**src/rtl/cont_pkg.sv**
```systemverilog
// Shared definitions for the set-up screen field counters: key codes, auto-repeat
// FSM encoding and two-digit BCD conversion helpers.
package cont_pkg;

  // Keypad 8 / keypad 2 scan codes.
  localparam logic [7:0] KEY_UP_CODE = 8'h75;
  localparam logic [7:0] KEY_DN_CODE = 8'h72;

  // Auto-repeat FSM encoding.
  localparam logic [1:0] StIdle   = 2'd0;
  localparam logic [1:0] StDelay  = 2'd1;
  localparam logic [1:0] StRepeat = 2'd2;

  // Binary (0..99) to packed two-digit BCD.
  function automatic logic [7:0] bin2bcd(input logic [7:0] v);
    logic [7:0] tens;
    logic [7:0] units;
    tens  = v / 8'd10;
    units = v - tens * 8'd10;
    return {tens[3:0], units[3:0]};
  endfunction

  // Packed two-digit BCD to binary; only meaningful when bcd_ok() holds.
  function automatic logic [7:0] bcd2bin(input logic [7:0] b);
    return {4'd0, b[7:4]} * 8'd10 + {4'd0, b[3:0]};
  endfunction

  // Both nibbles are decimal digits.
  function automatic logic bcd_ok(input logic [7:0] b);
    return (b[7:4] <= 4'd9) && (b[3:0] <= 4'd9);
  endfunction

endpackage

```
**src/rtl/rep_tecla.sv**
```systemverilog
// Keyboard auto-repeat: one step on a fresh key strobe, then after REP_DELAY cycles
// of holding, one step every REP_RATE cycles until the key is released or the
// field is deselected.
module rep_tecla
  import cont_pkg::*;
#(
  parameter logic [7:0]  KEY_UP    = KEY_UP_CODE,
  parameter logic [7:0]  KEY_DN    = KEY_DN_CODE,
  parameter int unsigned REP_DELAY = 50_000_000,
  parameter int unsigned REP_RATE  = 10_000_000
) (
  input  logic       clk_i,
  input  logic       rst_i,
  input  logic       clr_i,
  input  logic       activo_i,
  input  logic       en_codigo_i,
  input  logic       key_held_i,
  input  logic [7:0] key_code_i,
  output logic       step_up_o,
  output logic       step_dn_o
);

  localparam int unsigned CntMax = (REP_DELAY > REP_RATE) ? REP_DELAY : REP_RATE;
  localparam int unsigned CntW   = (CntMax > 1) ? $clog2(CntMax) : 1;
  localparam logic [CntW-1:0] DelayLast = CntW'(REP_DELAY - 1);
  localparam logic [CntW-1:0] RateLast  = CntW'(REP_RATE - 1);

  logic [1:0]      state_q, state_d;
  logic [CntW-1:0] cnt_q, cnt_d;
  logic            dir_up_q, dir_up_d;
  logic            step;
  logic            key_up, key_dn;

  assign key_up = (key_code_i == KEY_UP);
  assign key_dn = (key_code_i == KEY_DN);

  // Next-state: load clears, a fresh key restarts from any state, else count.
  always_comb begin
    state_d  = state_q;
    cnt_d    = cnt_q;
    dir_up_d = dir_up_q;
    step     = 1'b0;
    if (clr_i) begin
      state_d = StIdle;
      cnt_d   = '0;
    end else if (activo_i && en_codigo_i && (key_up || key_dn)) begin
      step     = 1'b1;
      dir_up_d = key_up;
      cnt_d    = '0;
      state_d  = StDelay;
    end else begin
      case (state_q)
        StDelay: begin
          if (!key_held_i || !activo_i) begin
            state_d = StIdle;
            cnt_d   = '0;
          end else if (cnt_q == DelayLast) begin
            step    = 1'b1;
            cnt_d   = '0;
            state_d = StRepeat;
          end else begin
            cnt_d = cnt_q + 1'b1;
          end
        end
        StRepeat: begin
          if (!key_held_i || !activo_i) begin
            state_d = StIdle;
            cnt_d   = '0;
          end else if (cnt_q == RateLast) begin
            step  = 1'b1;
            cnt_d = '0;
          end else begin
            cnt_d = cnt_q + 1'b1;
          end
        end
        default: begin
          // Idle, and recovery from the unused encoding.
          state_d = StIdle;
          cnt_d   = '0;
        end
      endcase
    end
  end

  // State, counter and latched direction.
  always_ff @(posedge clk_i or posedge rst_i) begin
    if (rst_i) begin
      state_q  <= StIdle;
      cnt_q    <= '0;
      dir_up_q <= 1'b0;
    end else begin
      state_q  <= state_d;
      cnt_q    <= cnt_d;
      dir_up_q <= dir_up_d;
    end
  end

  // dir_up_d already holds the new direction on a fresh key.
  assign step_up_o = step && dir_up_d;
  assign step_dn_o = step && !dir_up_d;

endmodule

```
**src/rtl/cont_campo_bcd.sv**
```systemverilog
// One date/time field of the set-up screen: binary value with a registered BCD
// copy, run-time upper limit, RTC load and keyboard auto-repeat.
module cont_campo_bcd
  import cont_pkg::*;
#(
  parameter int unsigned N         = 8,
  parameter int unsigned P         = 2,
  parameter int unsigned W         = 7,
  parameter int unsigned CAMPO     = 2,
  parameter int unsigned MIN_VAL   = 0,
  parameter int unsigned MAX_VAL   = 99,
  parameter logic [7:0]  KEY_UP    = KEY_UP_CODE,
  parameter logic [7:0]  KEY_DN    = KEY_DN_CODE,
  parameter int unsigned REP_DELAY = 50_000_000,
  parameter int unsigned REP_RATE  = 10_000_000
) (
  input  logic         clk,
  input  logic         rst,
  input  logic [P-1:0] posicion,
  input  logic         f2,
  input  logic         en_codigo,
  input  logic         key_held,
  input  logic [7:0]   key_code,
  input  logic         load,
  input  logic [N-1:0] load_bcd,
  input  logic [W-1:0] lim_max,
  output logic [N-1:0] dato,
  output logic [W-1:0] valor_bin,
  output logic         wrap_up,
  output logic         wrap_dn
);

  localparam logic [W-1:0] MinW = W'(MIN_VAL);
  localparam logic [W-1:0] MaxW = W'(MAX_VAL);

  logic [W-1:0] value_q, value_d;
  logic [N-1:0] dato_q, dato_d;
  logic         wrap_up_q, wrap_up_d;
  logic         wrap_dn_q, wrap_dn_d;
  logic [W-1:0] eff_max;
  logic         activo;
  logic         step_up, step_dn;
  logic [7:0]   load_val;

  assign activo   = (posicion == P'(CAMPO)) && f2;
  assign load_val = bcd2bin(load_bcd[7:0]);

  // Effective ceiling: lim_max bounded to [MIN_VAL, MAX_VAL].
  always_comb begin
    if (lim_max < MinW) begin
      eff_max = MinW;
    end else if (lim_max > MaxW) begin
      eff_max = MaxW;
    end else begin
      eff_max = lim_max;
    end
  end

  rep_tecla #(
    .KEY_UP    (KEY_UP),
    .KEY_DN    (KEY_DN),
    .REP_DELAY (REP_DELAY),
    .REP_RATE  (REP_RATE)
  ) u_rep_tecla (
    .clk_i       (clk),
    .rst_i       (rst),
    .clr_i       (load),
    .activo_i    (activo),
    .en_codigo_i (en_codigo),
    .key_held_i  (key_held),
    .key_code_i  (key_code),
    .step_up_o   (step_up),
    .step_dn_o   (step_dn)
  );

  // Next value: load beats clamp beats step; load and clamp swallow any step.
  always_comb begin
    value_d   = value_q;
    wrap_up_d = 1'b0;
    wrap_dn_d = 1'b0;
    if (load) begin
      // Compare in 32 bits so out-of-range loads clamp instead of truncating.
      if (bcd_ok(load_bcd[7:0])) begin
        if (32'(load_val) < 32'(MinW)) begin
          value_d = MinW;
        end else if (32'(load_val) > 32'(eff_max)) begin
          value_d = eff_max;
        end else begin
          value_d = W'(load_val);
        end
      end
    end else if (value_q > eff_max) begin
      value_d = eff_max;
    end else if (step_up) begin
      if (value_q == eff_max) begin
        value_d   = MinW;
        wrap_up_d = 1'b1;
      end else begin
        value_d = value_q + 1'b1;
      end
    end else if (step_dn) begin
      if (value_q == MinW) begin
        value_d   = eff_max;
        wrap_dn_d = 1'b1;
      end else begin
        value_d = value_q - 1'b1;
      end
    end
    dato_d = N'(bin2bcd(8'(value_d)));
  end

  // Binary and BCD copies update together from the same next value.
  always_ff @(posedge clk or posedge rst) begin
    if (rst) begin
      value_q   <= MinW;
      dato_q    <= N'(bin2bcd(8'(MinW)));
      wrap_up_q <= 1'b0;
      wrap_dn_q <= 1'b0;
    end else begin
      value_q   <= value_d;
      dato_q    <= dato_d;
      wrap_up_q <= wrap_up_d;
      wrap_dn_q <= wrap_dn_d;
    end
  end

  assign dato      = dato_q;
  assign valor_bin = value_q;
  assign wrap_up   = wrap_up_q;
  assign wrap_dn   = wrap_dn_q;

endmodule

```
**config.mk**
```make
export PLATFORM = sky130hd
export DESIGN_NAME = cont_campo_bcd
export DESIGN_NICKNAME = d
export VERILOG_FILES = /design/src/rtl/cont_pkg.sv /design/src/rtl/rep_tecla.sv /design/src/rtl/cont_campo_bcd.sv
export SDC_FILE = /design/constraint.sdc
export NUM_CORES = 1
export LEC_CHECK = 0
export BUFFER_PORTS_ARGS = -buffer_cell sky130_fd_sc_hd__buf_2
export CORE_MARGIN = 3
export CORE_UTILIZATION = 55
export CTS_BUF_LIST = sky130_fd_sc_hd__clkbuf_4 sky130_fd_sc_hd__clkbuf_8 sky130_fd_sc_hd__clkbuf_16
export CTS_CLUSTER_DIAMETER = 40
export DETAILED_ROUTE_END_ITERATION = 16
export HOLD_SLACK_MARGIN = 0.05
export PLACE_DENSITY = 0.75
export SYNTH_ARGS = -nofsm -noshare
export SYNTH_HDL_FRONTEND = slang
export SYNTH_SLANG_ARGS = --single-unit
export TNS_END_PERCENT = 50
```
**constraint.sdc**
```tcl
create_clock -name clk -period 12.3 [get_ports clk]
set_clock_uncertainty 0.05 [all_clocks]
set_input_delay 0.615 -clock clk [delete_from_list [all_inputs] [get_ports clk]]
set_output_delay 0.615 -clock clk [all_outputs]
set_load 0.005 [all_outputs]
```
After elaboration in Yosys (flattened, before gate mapping)
Cells that the tools add are included.
{"block": "word_totals", "reg_bits": 46, "wordCells": 85, "out_inout_bits": 17, "input_bits": 31}
{"block": "op_classes", "n_lt_le_gt_ge": 6, "n_reduce_logical": 13, "multipliers": 2, "eq_ne": 10, "muxes": 41, "div_mod_pow": 1, "n_addsub": 5}
{"operator": "$mux 26", "count": 6}
{"operator": "$mux 7", "count": 10}
{"operator": "$pmux 26 s2", "count": 1}
{"operator": "$add 26x1->26 const B", "count": 1}
{"operator": "$eq 26x24->1 const B", "count": 1}
{"operator": "$eq 26x26->1 const B", "count": 1}
{"operator": "$mux 1", "count": 17}
{"operator": "$eq 8x7->1 const B", "count": 2}
{"operator": "$mux 2", "count": 5}
{"operator": "$add 8x4->8", "count": 1}
{"operator": "$div 7x4->8 const B", "count": 1}
{"operator": "$gt 8x7->1", "count": 1}
{"operator": "$le 4x4->1 const B", "count": 2}
{"operator": "$mul 8x3->3 const B", "count": 1}
{"operator": "$add 7x1->7 const B", "count": 1}
{"operator": "$eq 7x7->1", "count": 1}
{"operator": "$gt 7x7->1", "count": 1}
{"operator": "$gt 7x7->1 const B", "count": 1}
{"operator": "$logic_not 7->1", "count": 1}
{"operator": "$lt 7x1->1 const B", "count": 1}
{"operator": "$mul 4x3->7 const B", "count": 1}
{"operator": "$sub 7x1->7 const B", "count": 1}
{"operator": "$logic_and 1x1->1", "count": 6}
{"operator": "$ne 5x2->1 const B", "count": 1}
{"operator": "9 further kinds", "count": 13}

Depth between registers and ports, before layout
{"block": "logic_depth", "word_depth": 16, "depth_mapped": 29, "ltp_nobuf": 28}

Modules after synthesis
A second synthesis with hierarchy kept.
{"block": "hier_totals", "hier_cells": 467, "hier_area_um2": 3982.6}
{"module": "cont_campo_bcd", "instances": 1, "area_each_um2": 2346.0, "cells_per_inst": 295, "seq_area_each_um2": 400.4}
{"module": "rep_tecla", "instances": 1, "area_each_um2": 1636.6, "cells_per_inst": 172, "seq_area_each_um2": 725.7}

Least setup slack after synthesis
No wires, ideal clock.
{"block": "synth_path", "path_type": "in2reg", "startpoint": "input load_bcd[5]", "endpoint": "register dato_q[3], in the netlist dato[3]", "t_arrival_ps": 6278, "path_slack_ps": 5892, "path_buffers": 0, "path_stages": 26, "setup_ps": 80, "path_cell_list": "ha_1 -> ha_1 -> fa_1 -> xor2_1 -> ha_1 -> nand4_1 -> nor2_1 -> a211o_1 -> a211oi_4 -> mux2i_1 -> a21oi_1 -> a211oi_4 -> inv_2 -> and2_1 -> and3_1 -> nor3_1 -> inv_1 -> ha_1 -> o31ai_1 -> o21ai_0 -> a21oi_1 -> a211o_2 -> ha_1 -> fa_1 -> xnor2_1 -> xnor2_1"}
{"block": "synth_between", "elab_chain_len": 9, "elab_cells_between_ends": 11, "classes_between": "2 x add/sub; 2 x mul; 1 x div; 2 x order compare; 3 x mux; 1 x reduce/logical"}
{"item": "from (decl)", "line": "cont_campo_bcd.sv:25", "text": "input logic [N-1:0] load_bcd,"}
{"item": "$mul 4x3->7", "line": "cont_pkg.sv:25", "text": "return {4'd0, b[7:4]} * 8'd10 + {4'd0, b[3:0]};"}
{"item": "$add 8x4->8", "line": "cont_pkg.sv:25"}
{"item": "$gt 8x7->1", "line": "cont_campo_bcd.sv:86", "text": "end else if (32'(load_val) > 32'(eff_max)) begin"}
{"item": "$mux 7", "line": "cont_campo_bcd.sv:86"}
{"item": "$mux 7 (*)", "line": "cont_campo_bcd.sv:83", "text": "if (bcd_ok(load_bcd[7:0])) begin"}
{"item": "$mux 7 (*)", "line": "cont_campo_bcd.sv:81", "text": "if (load) begin"}
{"item": "named net value_d[6]", "line": "cont_campo_bcd.sv:36", "text": "logic [W-1:0] value_q, value_d;"}
{"item": "$div 7x4->8 (*)", "line": "cont_pkg.sv:18", "text": "tens = v / 8'd10;"}
{"item": "named net dato_d[5]", "line": "cont_campo_bcd.sv:37", "text": "logic [N-1:0] dato_q, dato_d;"}
{"item": "$mul 8x3->3 (*)", "line": "cont_pkg.sv:19", "text": "units = v - tens * 8'd10;"}
{"item": "$sub 4x4->4 (*)", "line": "cont_pkg.sv:19"}
{"item": "named net dato_d[3]", "line": "cont_campo_bcd.sv:37"}
{"item": "to (signal assigned)", "line": "cont_campo_bcd.sv:116", "text": "dato_q <= N'(bin2bcd(8'(MinW)));"}
{"item": "to (signal assigned)", "line": "cont_campo_bcd.sv:121", "text": "dato_q <= dato_d;"}
{"item": "to (decl)", "line": "cont_campo_bcd.sv:37"}
The timed path passes the listed nets; every way through them passes the cells marked *.
A chain may end at the register's enable or synchronous reset.

Worst setup path in the final report
{"block": "layout_path", "startpoint": "input load_bcd[7]", "endpoint": "register dato_q[3], in the netlist dato[3]"}
The elaborated chain is that of the path after synthesis.

==> flow_summary.json <==
{
  "outcome": "finished, final reports clean",
  "grt_pass1_vias": 3525,
  "ant_nets": 0,
  "antenna_found_initial": 0,
  "top_usage_layer": "met2",
  "clk_pin_slew_ps": 100,
  "dp_hpwl_um": 7195,
  "nets": 574,
  "power.internal_uw": 382.8,
  "syn_inst": 468,
  "ctsHoldBuffers": 0,
  "rsz0062_at_grt": "no",
  "cp.arrival_ps": 7100,
  "grt_pass1_wl_um": 16260,
  "cp_max_fo": 10,
  "yosys_register_bits": 45,
  "drv_cap": 0,
  "cts_resized": 0,
  "die_width_um": 90.63,
  "cts_setup_buffers": 0,
  "num_vias": 3704,
  "setup_ws_ps": 5392,
  "pin_count": 48,
  "hold_depth": 1,
  "drc": 0,
  "ys.flop_type": "dfrtp_1",
  "slew-limit-headroom_pct": 34.00,
  "yosysUniqueCellTypes": 72,
  "swShare_pct": 43.12,
  "endpoint_kind": "flop",
  "netlist_area_um2": 3939,
  "cts_tree": "done",
  "n_fill_cell": 633,
  "layout-drive-gt1-share_pct": 14.62,
  "combPwrFrac_pct": 51.3,
  "yosysSeqAreaShare_pct": 28.59,
  "core_area_um2": 6869,
  "clockRootBuffer": "clkbuf_8",
  "pre_cts_ws_ps": 5071,
  "globalplace.congestion": 0.9210,
  "fin_crit_sh_pct": 56.17,
  "worstSetupStartpointType": "input port",
  "clockPowerShare_pct": 16.8,
  "fmax_mhz": 144.8,
  "syn2layout_area_growth_pct": 10.74,
  "grt.total_usage_pct": 23.50,
  "p_seq_share_pct": 31.9,
  "syn_nets": 530,
  "diodes": 0,
  "final.setup.tns_ps": 0,
  "numCtsBuffers": 5,
  "wirelength_um": 9566,
  "dieArea_um2": 8213,
  "port_buffers": 47,
  "grt_overflow": 0,
  "fin_crit_ps": 6908,
  "firstDrtPassIters": 4,
  "cp.required_ps": 12490,
  "avgSynthCellArea_um2": 8.416,
  "avgRoutedWirePerCell_um": 15.71,
  "grt_util_met2_pct": 40.27,
  "setup_violations": 0,
  "slew_violations": 0,
  "ff2ff_path_depth": 23,
  "clock_sinks": 45,
  "ir_drop_mv": 0.09749,
  "min-delay-path-class": "flop to flop",
  "grt_util_met3_pct": 3.083,
  "critPathKind": "input port to flop",
  "vias_per_cell": 6.082,
  "use_met1_pct": 30.67,
  "yosys_warnings": 0,
  "multi_input_area_um2": 2644,
  "ctsHtreeMaxLevel": 2,
  "cts.path.max_buffers": 2,
  "leakage_nw": 1.826,
  "num_rows": 30,
  "synth_enable_flop_cells": 0,
  "fp.dieH_um": 90.63,
  "power-per-cell-area_nw_per_um2": 154.3,
  "register_area_um2": 1126,
  "hold_viol": 0,
  "grt_max_degree": 46,
  "p_sw_uw": 290.2,
  "insertion_delay_ps": 310,
  "initial_core_util_pct": 57.34,
  "drt_iter0_markers": 216,
  "worst_slew_pin_slew_ps": 987.3,
  "async_flop_share_pct": 100.0
}
kinds of logic (layout without fill, tap and decap cells):
group,count (synthesis),after routing,share of synthesized area (%)
fa+ha+maj,31,31,10.42
mux,7,7,1.779
xor+xnor,30,30,6.671
buf+inv,41,86,4.288
simple gates,206,206,28.27
flops,45,45,28.59
compound gates,108,108,19.98
placed cells by master (no fill, tap or decap), drive strengths merged, types with 7 or more instances in the layout:
master and count:
a211oi 9, a21oi 26, and3 9, buf 48
dfrtp 45, ha 28, inv 29, mux2i 7
nand2 35, nand2b 7, nand3 22, nand4 11
nor2 51, nor3 17, nor4b 7, o21ai 30
or3 10, xnor2 14, xor2 16
per-layer routing:
metal  vias up  wire [um]
li1       1813          -
met1      1744       4201
met2       123       4609
met3        24        534
met4         0        221
met5         -          0
worst max-delay path: stages:
cell and delay [ps]:
buf_2 140, ha_1 300, ha_1 220, fa_1 520, xor2_1 220, ha_1 280, nand4_1 170, nor2_1 60
a211o_1 340, a211oi_4 510, mux2i_1 250, a21oi_1 120, a211oi_4 410, inv_2 110, and2_1 220, and3_1 190
nor3_1 320, inv_1 90, ha_1 290, o31ai_1 120, o21ai_0 240, a21oi_1 100, a211o_2 350, ha_1 200
fa_1 380, xnor2_1 200, xnor2_1 130
power by group through the flow:
| stage | Clock [mW] | Combinational (mW) | Sequential [mW] |
|---|---|---|---|
| 2_1_floorplan | 0 | 0.269 | 0.196 |
| 3_3_place_gp | 0 | 0.331 | 0.214 |
| 3_5_place_dp | 0 | 0.341 | 0.216 |
| 4_1_cts | 0.117 | 0.343 | 0.213 |
| 5_1_grt | 0.122 | 0.385 | 0.217 |
| 6_report | 0.113 | 0.346 | 0.214 |
state kept, by name (all words and copies together) (netlist names):
signal	flops
u_rep_tecla.cnt_q	26
u_rep_tecla.state_q	2
valor_bin	6
dato	8
wrap_up	1
u_rep_tecla.dir_up_q	1
wrap_dn	1
final cells by class:
class / count / share of cell area (%)
clock buffer: 5 / 1.578
clock inverter: 3 / 1.061
tap: 96 / 2.754
inverter: 30 / 2.610
sequential: 45 / 25.82
multi-input combinational: 382 / 60.61
timing repair buffer: 48 / 5.565
final timing paths:
path                                                 from                         endpoint  slack, ps
setup / recovery                              load_bcd[7]                dato[3]$_DFF_PP0_       5390
hold / removal             u_rep_tecla.cnt_q[0]$_DFF_PP0_   u_rep_tecla.cnt_q[0]$_DFF_PP0_        450
setup reg to reg                   valor_bin[1]$_DFF_PP0_                dato[3]$_DFF_PP0_       6350
hold reg to reg            u_rep_tecla.cnt_q[0]$_DFF_PP0_   u_rep_tecla.cnt_q[0]$_DFF_PP0_        450
max in group asynchronous                             rst  u_rep_tecla.cnt_q[20]$_DFF_PP0_      11150
min in group asynchronous                             rst   u_rep_tecla.cnt_q[4]$_DFF_PP0_        460
metrics by stage:
| step | instance area [um^2] | hold WS, ps | cells | util, % | power [mW] |
|---|---|---|---|---|---|
| floorplan | 3939 | 405.3 | 468 | - | 0.4644 |
| global placement | 4247 | 429.7 | 601 | 61.82 | 0.5458 |
| detailed placement | 4247 | 445.0 | 601 | 61.82 | 0.5563 |
| CTS | 4362 | 456.8 | 609 | 63.50 | 0.6724 |
| global route | 4362 | 502.0 | 609 | 63.50 | 0.7237 |
| finish | 4362 | 450.3 | 609 | 63.50 | 0.6729 |
cell usage after synthesis (3+ instances only):
master     n  area (um^2)
a211oi_1   7        52.55
a21o_1     4        30.03
a21oi_1   25        125.1
a221oi_1   3        26.28
a31oi_1    4        25.02
and3_1     9        56.30
and4_1     3        26.28
clkbuf_1   7        26.28
dfrtp_1   45         1126
fa_1       3        60.06
ha_1      28        350.3
inv_1     28        105.1
mux2i_1    7        70.07
nand2_1   35        131.4
nand2b_1   7        43.79
nand3_1   22        110.1
nand3b_1   5        37.54
nand4_1   11        68.82
nor2_1    51        191.4
nor2b_1    4        25.02
nor3_1    16        80.08
nor4_1     4        25.02
nor4b_1    7        61.31
nor4bb_1   3        30.03
o211ai_1   5        37.54
o21ai_0   28        140.1
or3_1     10        62.56
or4_1      3        22.52
xnor2_1   14        122.6
xor2_1    16        140.1
(Power assumes the default switching activity.)
